--- config.mk ---
export PLATFORM = sky130hd
export DESIGN_NAME = audio_mixer
export DESIGN_NICKNAME = d
export VERILOG_FILES = /design/src/rtl/audio_pkg.sv /design/src/rtl/audio_mixer_sd_dac.sv /design/src/rtl/audio_mixer.sv
export SDC_FILE = /design/constraint.sdc
export NUM_CORES = 1
export LEC_CHECK = 0
export CAP_MARGIN = 20
export CORE_ASPECT_RATIO = 1.4
export CORE_MARGIN = 2
export CORE_UTILIZATION = 35
export CTS_CLUSTER_SIZE = 20
export DETAILED_ROUTE_END_ITERATION = 8
export GPL_TIMING_DRIVEN = 0
export HOLD_SLACK_MARGIN = 0.06
export PLACE_DENSITY = 0.56
export SYNTH_ARGS = -nofsm -noshare
export SYNTH_HDL_FRONTEND = slang
export SYNTH_SLANG_ARGS = --single-unit
--- constraint.sdc ---
create_clock -name clock -period 5.35 [get_ports clock]
set_input_delay 0.8025 -clock clock [delete_from_list [all_inputs] [get_ports clock]]
set_output_delay 0.8025 -clock clock [all_outputs]
set_load 0.01 [all_outputs]
--- src/rtl/audio_pkg.sv ---
// Shared constants and helpers for the audio mixer slice.
package audio_pkg;

    localparam int unsigned CH_ULA      = 0;
    localparam int unsigned CH_SPECDRUM = 1;
    localparam int unsigned CH_PSG_A    = 2;
    localparam int unsigned CH_PSG_B    = 3;
    localparam int unsigned CH_PSG_C    = 4;

    function automatic int unsigned clog2(input int unsigned v);
        int unsigned r;
        r = 0;
        for (int unsigned i = 0; i < 32; i++) begin
            if ((64'(1) << i) < 64'(v)) r = i + 1;
        end
        return r;
    endfunction

endpackage

--- src/rtl/audio_mixer_sd_dac.sv ---
// First-order sigma-delta DAC: the integrator carry is the output bitstream.
module sd_dac #(
    parameter int unsigned W = 10
) (
    input  logic         clock_i,
    input  logic         reset_i,
    input  logic [W-1:0] sample_i,
    output logic         bit_o
);

    logic [W-1:0] int_q, int_d;
    logic         carry_d;

    always_comb begin
        {carry_d, int_d} = {1'b0, int_q} + {1'b0, sample_i};
    end

    always_ff @(posedge clock_i or posedge reset_i) begin
        if (reset_i) begin
            int_q <= '0;
            bit_o <= 1'b0;
        end else begin
            int_q <= int_d;
            bit_o <= carry_d;
        end
    end

endmodule

--- src/rtl/audio_mixer.sv ---
// Time-multiplexed stereo mixer: one MAC per side walks the channels, then the
// saturated sum is latched and fed to a sigma-delta DAC per side.
module audio_mixer
    import audio_pkg::*;
#(
    parameter int unsigned CHANNELS = 6,
    parameter int unsigned WIDTH    = 8,
    parameter int unsigned VOLW     = 4,
    parameter int unsigned SHIFT    = 4,
    parameter int unsigned OUTW     = 10
) (
    input  logic                       clock,
    input  logic                       reset,
    input  logic                       ce,
    input  logic                       mute,
    input  logic [CHANNELS*WIDTH-1:0]  ch_data,
    input  logic [CHANNELS*VOLW-1:0]   ch_lvol,
    input  logic [CHANNELS*VOLW-1:0]   ch_rvol,
    output logic [OUTW-1:0]            sample_l,
    output logic [OUTW-1:0]            sample_r,
    output logic                       sample_v,
    output logic [1:0]                 audio
);

    localparam int unsigned PW  = WIDTH + VOLW;
    localparam int unsigned AW  = PW + clog2(CHANNELS + 1);
    localparam int unsigned SLW = (CHANNELS > 1) ? clog2(CHANNELS) : 1;
    localparam logic [SLW-1:0] LAST = SLW'(CHANNELS - 1);

    logic [SLW-1:0]  slot_q, slot_d;
    logic [AW-1:0]   accl_q, accl_d, accr_q, accr_d;
    logic [OUTW-1:0] saml_q, saml_d, samr_q, samr_d;
    logic            v_q, v_d;

    logic [WIDTH-1:0] data_n;
    logic [VOLW-1:0]  lvol_n, rvol_n;
    logic [PW-1:0]    pl, pr;
    logic [AW-1:0]    suml, sumr;
    int unsigned      dbase, vbase;

    function automatic logic [OUTW-1:0] saturate(input logic [AW-1:0] s);
        logic [AW+OUTW-1:0] wide;
        wide = {{OUTW{1'b0}}, s >> SHIFT};
        return (|wide[AW+OUTW-1:OUTW]) ? '1 : wide[OUTW-1:0];
    endfunction

    always_comb begin
        dbase  = 32'(slot_q) * WIDTH;
        vbase  = 32'(slot_q) * VOLW;
        data_n = ch_data[dbase +: WIDTH];
        lvol_n = ch_lvol[vbase +: VOLW];
        rvol_n = ch_rvol[vbase +: VOLW];
        pl     = {{VOLW{1'b0}}, data_n} * {{WIDTH{1'b0}}, lvol_n};
        pr     = {{VOLW{1'b0}}, data_n} * {{WIDTH{1'b0}}, rvol_n};
        // slot 0 loads rather than adds, so a stale partial sum never leaks in
        suml   = ((slot_q == '0) ? '0 : accl_q) + {{(AW-PW){1'b0}}, pl};
        sumr   = ((slot_q == '0) ? '0 : accr_q) + {{(AW-PW){1'b0}}, pr};

        slot_d = slot_q;
        accl_d = accl_q;
        accr_d = accr_q;
        saml_d = saml_q;
        samr_d = samr_q;
        v_d    = 1'b0;
        if (ce) begin
            slot_d = (slot_q == LAST) ? '0 : slot_q + 1'b1;
            accl_d = suml;
            accr_d = sumr;
            if (slot_q == LAST) begin
                saml_d = mute ? '0 : saturate(suml);
                samr_d = mute ? '0 : saturate(sumr);
                v_d    = 1'b1;
            end
        end
    end

    always_ff @(posedge clock or posedge reset) begin
        if (reset) begin
            slot_q <= '0;
            accl_q <= '0;
            accr_q <= '0;
            saml_q <= '0;
            samr_q <= '0;
            v_q    <= 1'b0;
        end else begin
            slot_q <= slot_d;
            accl_q <= accl_d;
            accr_q <= accr_d;
            saml_q <= saml_d;
            samr_q <= samr_d;
            v_q    <= v_d;
        end
    end

    assign sample_l = saml_q;
    assign sample_r = samr_q;
    assign sample_v = v_q;

    sd_dac #(.W(OUTW)) u_dac_l (
        .clock_i  (clock),
        .reset_i  (reset),
        .sample_i (saml_q),
        .bit_o    (audio[0])
    );

    sd_dac #(.W(OUTW)) u_dac_r (
        .clock_i  (clock),
        .reset_i  (reset),
        .sample_i (samr_q),
        .bit_o    (audio[1])
    );

endmodule
# After elaboration in Yosys (flattened, before gate mapping)
# Cells that the tools add are included.
# totals
register_bits,76
in_bits,100
elab_cells,32
# classes
n_addsub,5
n_mul,2
n_eq_ne,1
n_shift,3
mux,9
reduce_logical,2
# op_table
cell,count
$shiftx A24 B6 Y4,2
$shiftx A48 B7 Y8,1
$mux W10,4
$add A15 B12 Y15,2
$mux W15,2
$mul A8 B4 Y12,2
$add A10 B10 Y11,2
$add A3 B1 Y3 const B,1
$eq A3 B3 Y1 const B,1
$logic_not A3 Y1,1
$mux W3,1
$mux W1,2
$reduce_and A2 Y1,1

# Longest topological paths before layout
# depth
depth_word,5
mapped_depth,19
mapped_depth_nobuf,16

# Modules after synthesis
# Synthesis repeated with hierarchy kept, for this count alone.
# hier_totals
hier_cells,726
hier_area_um2,7133.1
# by_module_without_submodules
module,instances,cells_each,area_per_inst_um2,seq_area_each_um2
audio_mixer,1,590,5686.7,1351.3
sd_dac,2,68,723.2,275.3

# Least setup slack after synthesis
# No wires, ideal clock.
# synth_timing
path_kind,input -> register
from,input ch_data[29]
to,"register saml_q[8], in the netlist sample_l[8]"
setup_time_ps,129
t_arrival_ps,4893
path_slack_ps,328
path_stages,15
n_path_buf,0
path_cell_list,mux4_2 > a22oi_1 > nor2_1 > fa_1 > fa_1 > inv_1 > fa_1 > inv_1 > ha_1 > a21oi_1 > o21ai_1 > a211oi_2 > nor4_1 > o21bai_4 > a2111o_1
# synth_between
elab_chain_cells,5
# synth_rtl
element,line_no,text
"start, declared",audio_mixer.sv:16,"input logic [CHANNELS*WIDTH-1:0] ch_data,"
$shiftx A48 B7 Y8,audio_mixer.sv:50,data_n = ch_data[dbase +: WIDTH];
$mul A8 B4 Y12,audio_mixer.sv:53,"pl = {{VOLW{1'b0}}, data_n} * {{WIDTH{1'b0}}, lvol_n};"
$add A15 B12 Y15,audio_mixer.sv:56,"suml = ((slot_q == '0) ? '0 : accl_q) + {{(AW-PW){1'b0}}, pl};"
$mux W10,audio_mixer.sv:44,return (|wide[AW+OUTW-1:OUTW]) ? '1 : wide[OUTW-1:0];
$mux W10,audio_mixer.sv:70,saml_d = mute ? '0 : saturate(suml);
"end signal, assigned",audio_mixer.sv:89,saml_q <= saml_d;
"end, declared",audio_mixer.sv:32,"logic [OUTW-1:0] saml_q, saml_d, samr_q, samr_d;"
# Every way passes these cells.
# A chain may end at the register's enable or synchronous reset.

# Final worst setup path
# layout_timing
from,input ch_data[10]
to,"register saml_q[8], in the netlist sample_l[8]"
# The elaborated chain is that of the path after synthesis.

==> summary.txt <==
Synthesis
  • Share of flip-flops with an asynchronous set or reset: 1.000
  • Mux contribution to synthesized area: 0.1144
  • Adder-Cell Fraction of Synth Area: 0.2337
  • Warning count from the yosys run: 0
  • Seq/Total Area, Yosys: 0.2643
  • Most frequent cell after synthesis: inv_1
  • Number of synthesized flops with an enable pin: 0
  • Top post-synthesis cells by count: inv_1 (87), nor2_1 (78), dfrtp_1 (76)
  • Synthesis-stage register bit count: 76
  • Mean instance size in the synthesized netlist: approximately 9.8 um2
  • Proportion of netlist area held by the largest area contributor: 0.2643
  • Simple-gate share of the synthesized area: 0.1254
  • Synth Area in XOR/XNOR: 0.04365
  • Cells taking the most area after synthesis: dfrtp_1 (26%), fa_1 (12%), ha_1 (11%)
  • Number of cells produced by synthesis: 734
  • Synthesized Nets: 942
  • Cell type with the highest aggregate area in the netlist: dfrtp_1
  • Post-synthesis instance area: 7194 um2
  • Top_reg_cell synth: dfrtp_1
  • Compound-gate portion of the synthesized area: 0.1557
  • Cell variety after synth: 66
  • Largest family of logic cells by synthesized area: adder cells

Route
  • Mean number of vias per cell: approximately 5
  • Via total after detailed routing: between 5000 and 6000
  • Number of antenna-violating nets in the routed design: 0
  • Number of remaining DRC errors: 0
  • Initial DRC count: 209
  • Post-detailed-routing wire length: 17360 um
  • First-pass iteration count of the detailed router: 4
  • Average routed wire per standard cell: 14.99 um

Global route
  • Maximum number of pins on one net before global-route repair: 54
  • Remaining Overflow, GRT: 0
  • Layer with the highest usage after global routing: met2
  • Initial antenna violation count: 0
  • Wire length of the first global-routing pass: 29980 um
  • Met2 layer usage reported by global route: 0.3064
  • Total track usage: 0.1680
  • Via count of the first global-routing pass: 6149
  • Met1 usage in global routing: 0.2010
  • Fraction of met3 tracks used by global routing: 0.02747

Die
  • Overall die area: 21730 um2
  • Core area: 20320 um2
  • Initial Utilization: 0.3540
  • Rows: 62
  • Die Span Y: 173.6 um
  • Die Wd: 125.2 um
  • I/O pin cnt: 123

Setup path
  • Most common cell on crit path: fa_1
  • Endpoint required time on the critical path: 5.57 ns
  • Worst setup SP type: input port
  • Crit path buf inv count: 3
  • Endpoint class of the critical path: register
  • Largest stage delay on the critical path: 0.49 ns
  • Critical-path cell with the highest stage delay: fa_1
  • Type of the setup path with the least slack: input port to register
  • Cell family with most CP delay: adder cells
  • Worst Path Max Fanout: 7
  • Data arrival, critical path: 5.36 ns
  • List of cells traversed by the critical path: clkdlybuf4s50_1, mux4_2, a22oi_2, buf_6, or2_1, fa_1, fa_1, fa_1, inv_1, ha_1, o21ai_1, o21ai_2, a211oi_2, nor4_1, o21bai_4, a2111o_1

Place
  • Total of buffers placed on input and output ports: 122
  • Post-Place Setup Slack: -0.6799 ns
  • Routability congestion estimate from global placement: about 0.82
  • HPWL after detailed placement: 14200 um

Timing
  • Highest achievable clock rate: 194.8 MHz
  • Setup-failing EPs final: 0
  • Number of max-slew violations in the final report: 0
  • Final worst-path cycle share: 0.9597
  • Min Tclk post-route: 5.134 ns
  • Number of hold-slack violations in the final timing report: 0
  • Worst-case hold slack: roughly 0.47 ns
  • Slew HR: 0.4975
  • Worst Slack Setup Final: about 0.22 ns
  • Tightest Pin Transition: 0.7537 ns
  • Final Skew: between 0.01 and 0.015 ns

Clock tree
  • TritonCTS sink count: 76
  • Buffer cell driving the clock tree root: clkbuf_16
  • Worst-skew pair later-pin latency: roughly 0.34 ns
  • Number of clock buffers inserted by TritonCTS: 9
  • Maximum buffer depth of the clock tree: 2
  • TritonCTS clock tree: built
  • H-tree depth reported by CTS: 3
  • Clock slew seen by the registers of the worst setup and hold paths: 0.07 ns

Finish
  • Synth-to-layout area growth: 29.50%
  • Fin nets: 1107
  • Number of antenna cells inserted: 0
  • Proportion of layout cells with a drive suffix above 1: 0.1619

Flow run
  • Maximum Capacitance Violations: 0

Status
  • Result of the run: finished, final reports clean

Hold path
  • Min-Delay Path Class: register to register
==> layout make-up <==
class	instances	area, um2
Buffer	22	120.1
Clock buffer	9	225.2
Clock inverter	5	31.28
Fill cell	1983	11010
Inverter	89	337.8
Multi-Input combinational cell	547	4895
Sequential cell	76	1902
Tap cell	256	320.3
Timing Repair Buffer	154	1485
==> layout by cell type (no fill, tap or decap), types with 8 or more instances in the layout <==
cell             synthesis  routed
dfrtp_1                 76      76
a21oi_1                 32      32
nor3_1                   8       8
buf_4                    3      33
o21ai_0                 29      27
o21ai_1                 11      13
ha_1                    64      64
a22oi_2                 10      15
clkbuf_16                0       9
xnor2_1                 20      20
clkdlybuf4s50_1          0     122
a31oi_1                  9       9
nor2_1                  78      78
mux2i_1                  8       8
mux2_2                  34      34
xor2_1                  14      14
or2_1                   12      12
a21o_1                  14      14
nand2_1                 46      46
mux4_2                  16      16
fa_1                    44      44
inv_1                   87      86
and2_1                  12      12
==> worst register-to-register path, stage by stage (launching register included) <==
cell and delay (ns):
dfrtp_1 0.37, buf_2 0.28, buf_2 0.30, mux4_2 0.35
a22oi_2 0.30, buf_6 0.18, or2_1 0.12, fa_1 0.41
fa_1 0.46, fa_1 0.49, inv_1 0.04, ha_1 0.34
o21ai_1 0.24, o21ai_2 0.11, a211oi_2 0.29, nor4_1 0.09
o21bai_4 0.21, a2111o_1 0.39
==> per-layer routing <==
metal | share of wire | wire [um]
met3 | 0.042 | 730
met4 | 0.026 | 449
met2 | 0.51 | 8888
met5 | 0 | 0
met1 | 0.42 | 7289
==> flip-flops by register name, summed over array words and instances (netlist names), 3 cells and up <==
register / count
u_dac_r.int_q: 10
sample_r: 10
sample_l: 10
accl_q: 15
accr_q: 15
u_dac_l.int_q: 10
slot_q: 3
==> stage by stage <==
stage                     std cells    util    TNS, ns  area [um2]
after global placement         1112  0.4298     -16.39        8736
after CTS                      1144  0.4514          0        9175
after detailed placement       1113  0.4313     -17.82        8766
after global routing           1158  0.4584  -0.003246        9316
after floorplan                 734       -          0        7194
final                          1158  0.4584          0        9316
==> kinds of logic (layout without fill, tap and decap cells) <==
| logic type | Yosys count | in the layout |
|---|---|---|
| AOI/OAI and AO/OA | 155 | 155 |
| adders and majority gates | 108 | 108 |
| muxes | 58 | 58 |
| xor gates and xnor gates | 35 | 35 |
| buffers and inverters | 111 | 279 |
| DFF | 76 | 76 |
| and+or+nand+nor | 191 | 191 |
==> repair_timing <==
action,4_1_cts,5_1_grt
resized for setup,5,11
pin swaps,9,9
endpoints found under the setup margin,32,33
setup buffers,17,14
hold buffers,0,0
==> final timing paths <==
kind / from / end / slack [ns] / cells past startpoint
hold reg to reg: u_dac_r.int_q[0]$_DFF_PP0_ / u_dac_r.int_q[0]$_DFF_PP0_ / 0.47 / 1
hold / removal: u_dac_r.int_q[0]$_DFF_PP0_ / u_dac_r.int_q[0]$_DFF_PP0_ / 0.47 / 1
setup / recovery: ch_data[10] / sample_l[8]$_DFFE_PP0P_ / 0.22 / 16
min in group asynchronous: reset / u_dac_r.bit_o$_DFF_PP0_ / 0.79 / 2
max in group asynchronous: reset / accl_q[13]$_DFFE_PP0P_ / 3.98 / 3
setup reg to reg: slot_q[1]$_DFFE_PP0P_ / sample_l[8]$_DFFE_PP0P_ / 0.27 / 17
Power is not shown: default switching activity piles up to over one toggle a cycle in this logic, so the estimate is an artifact.
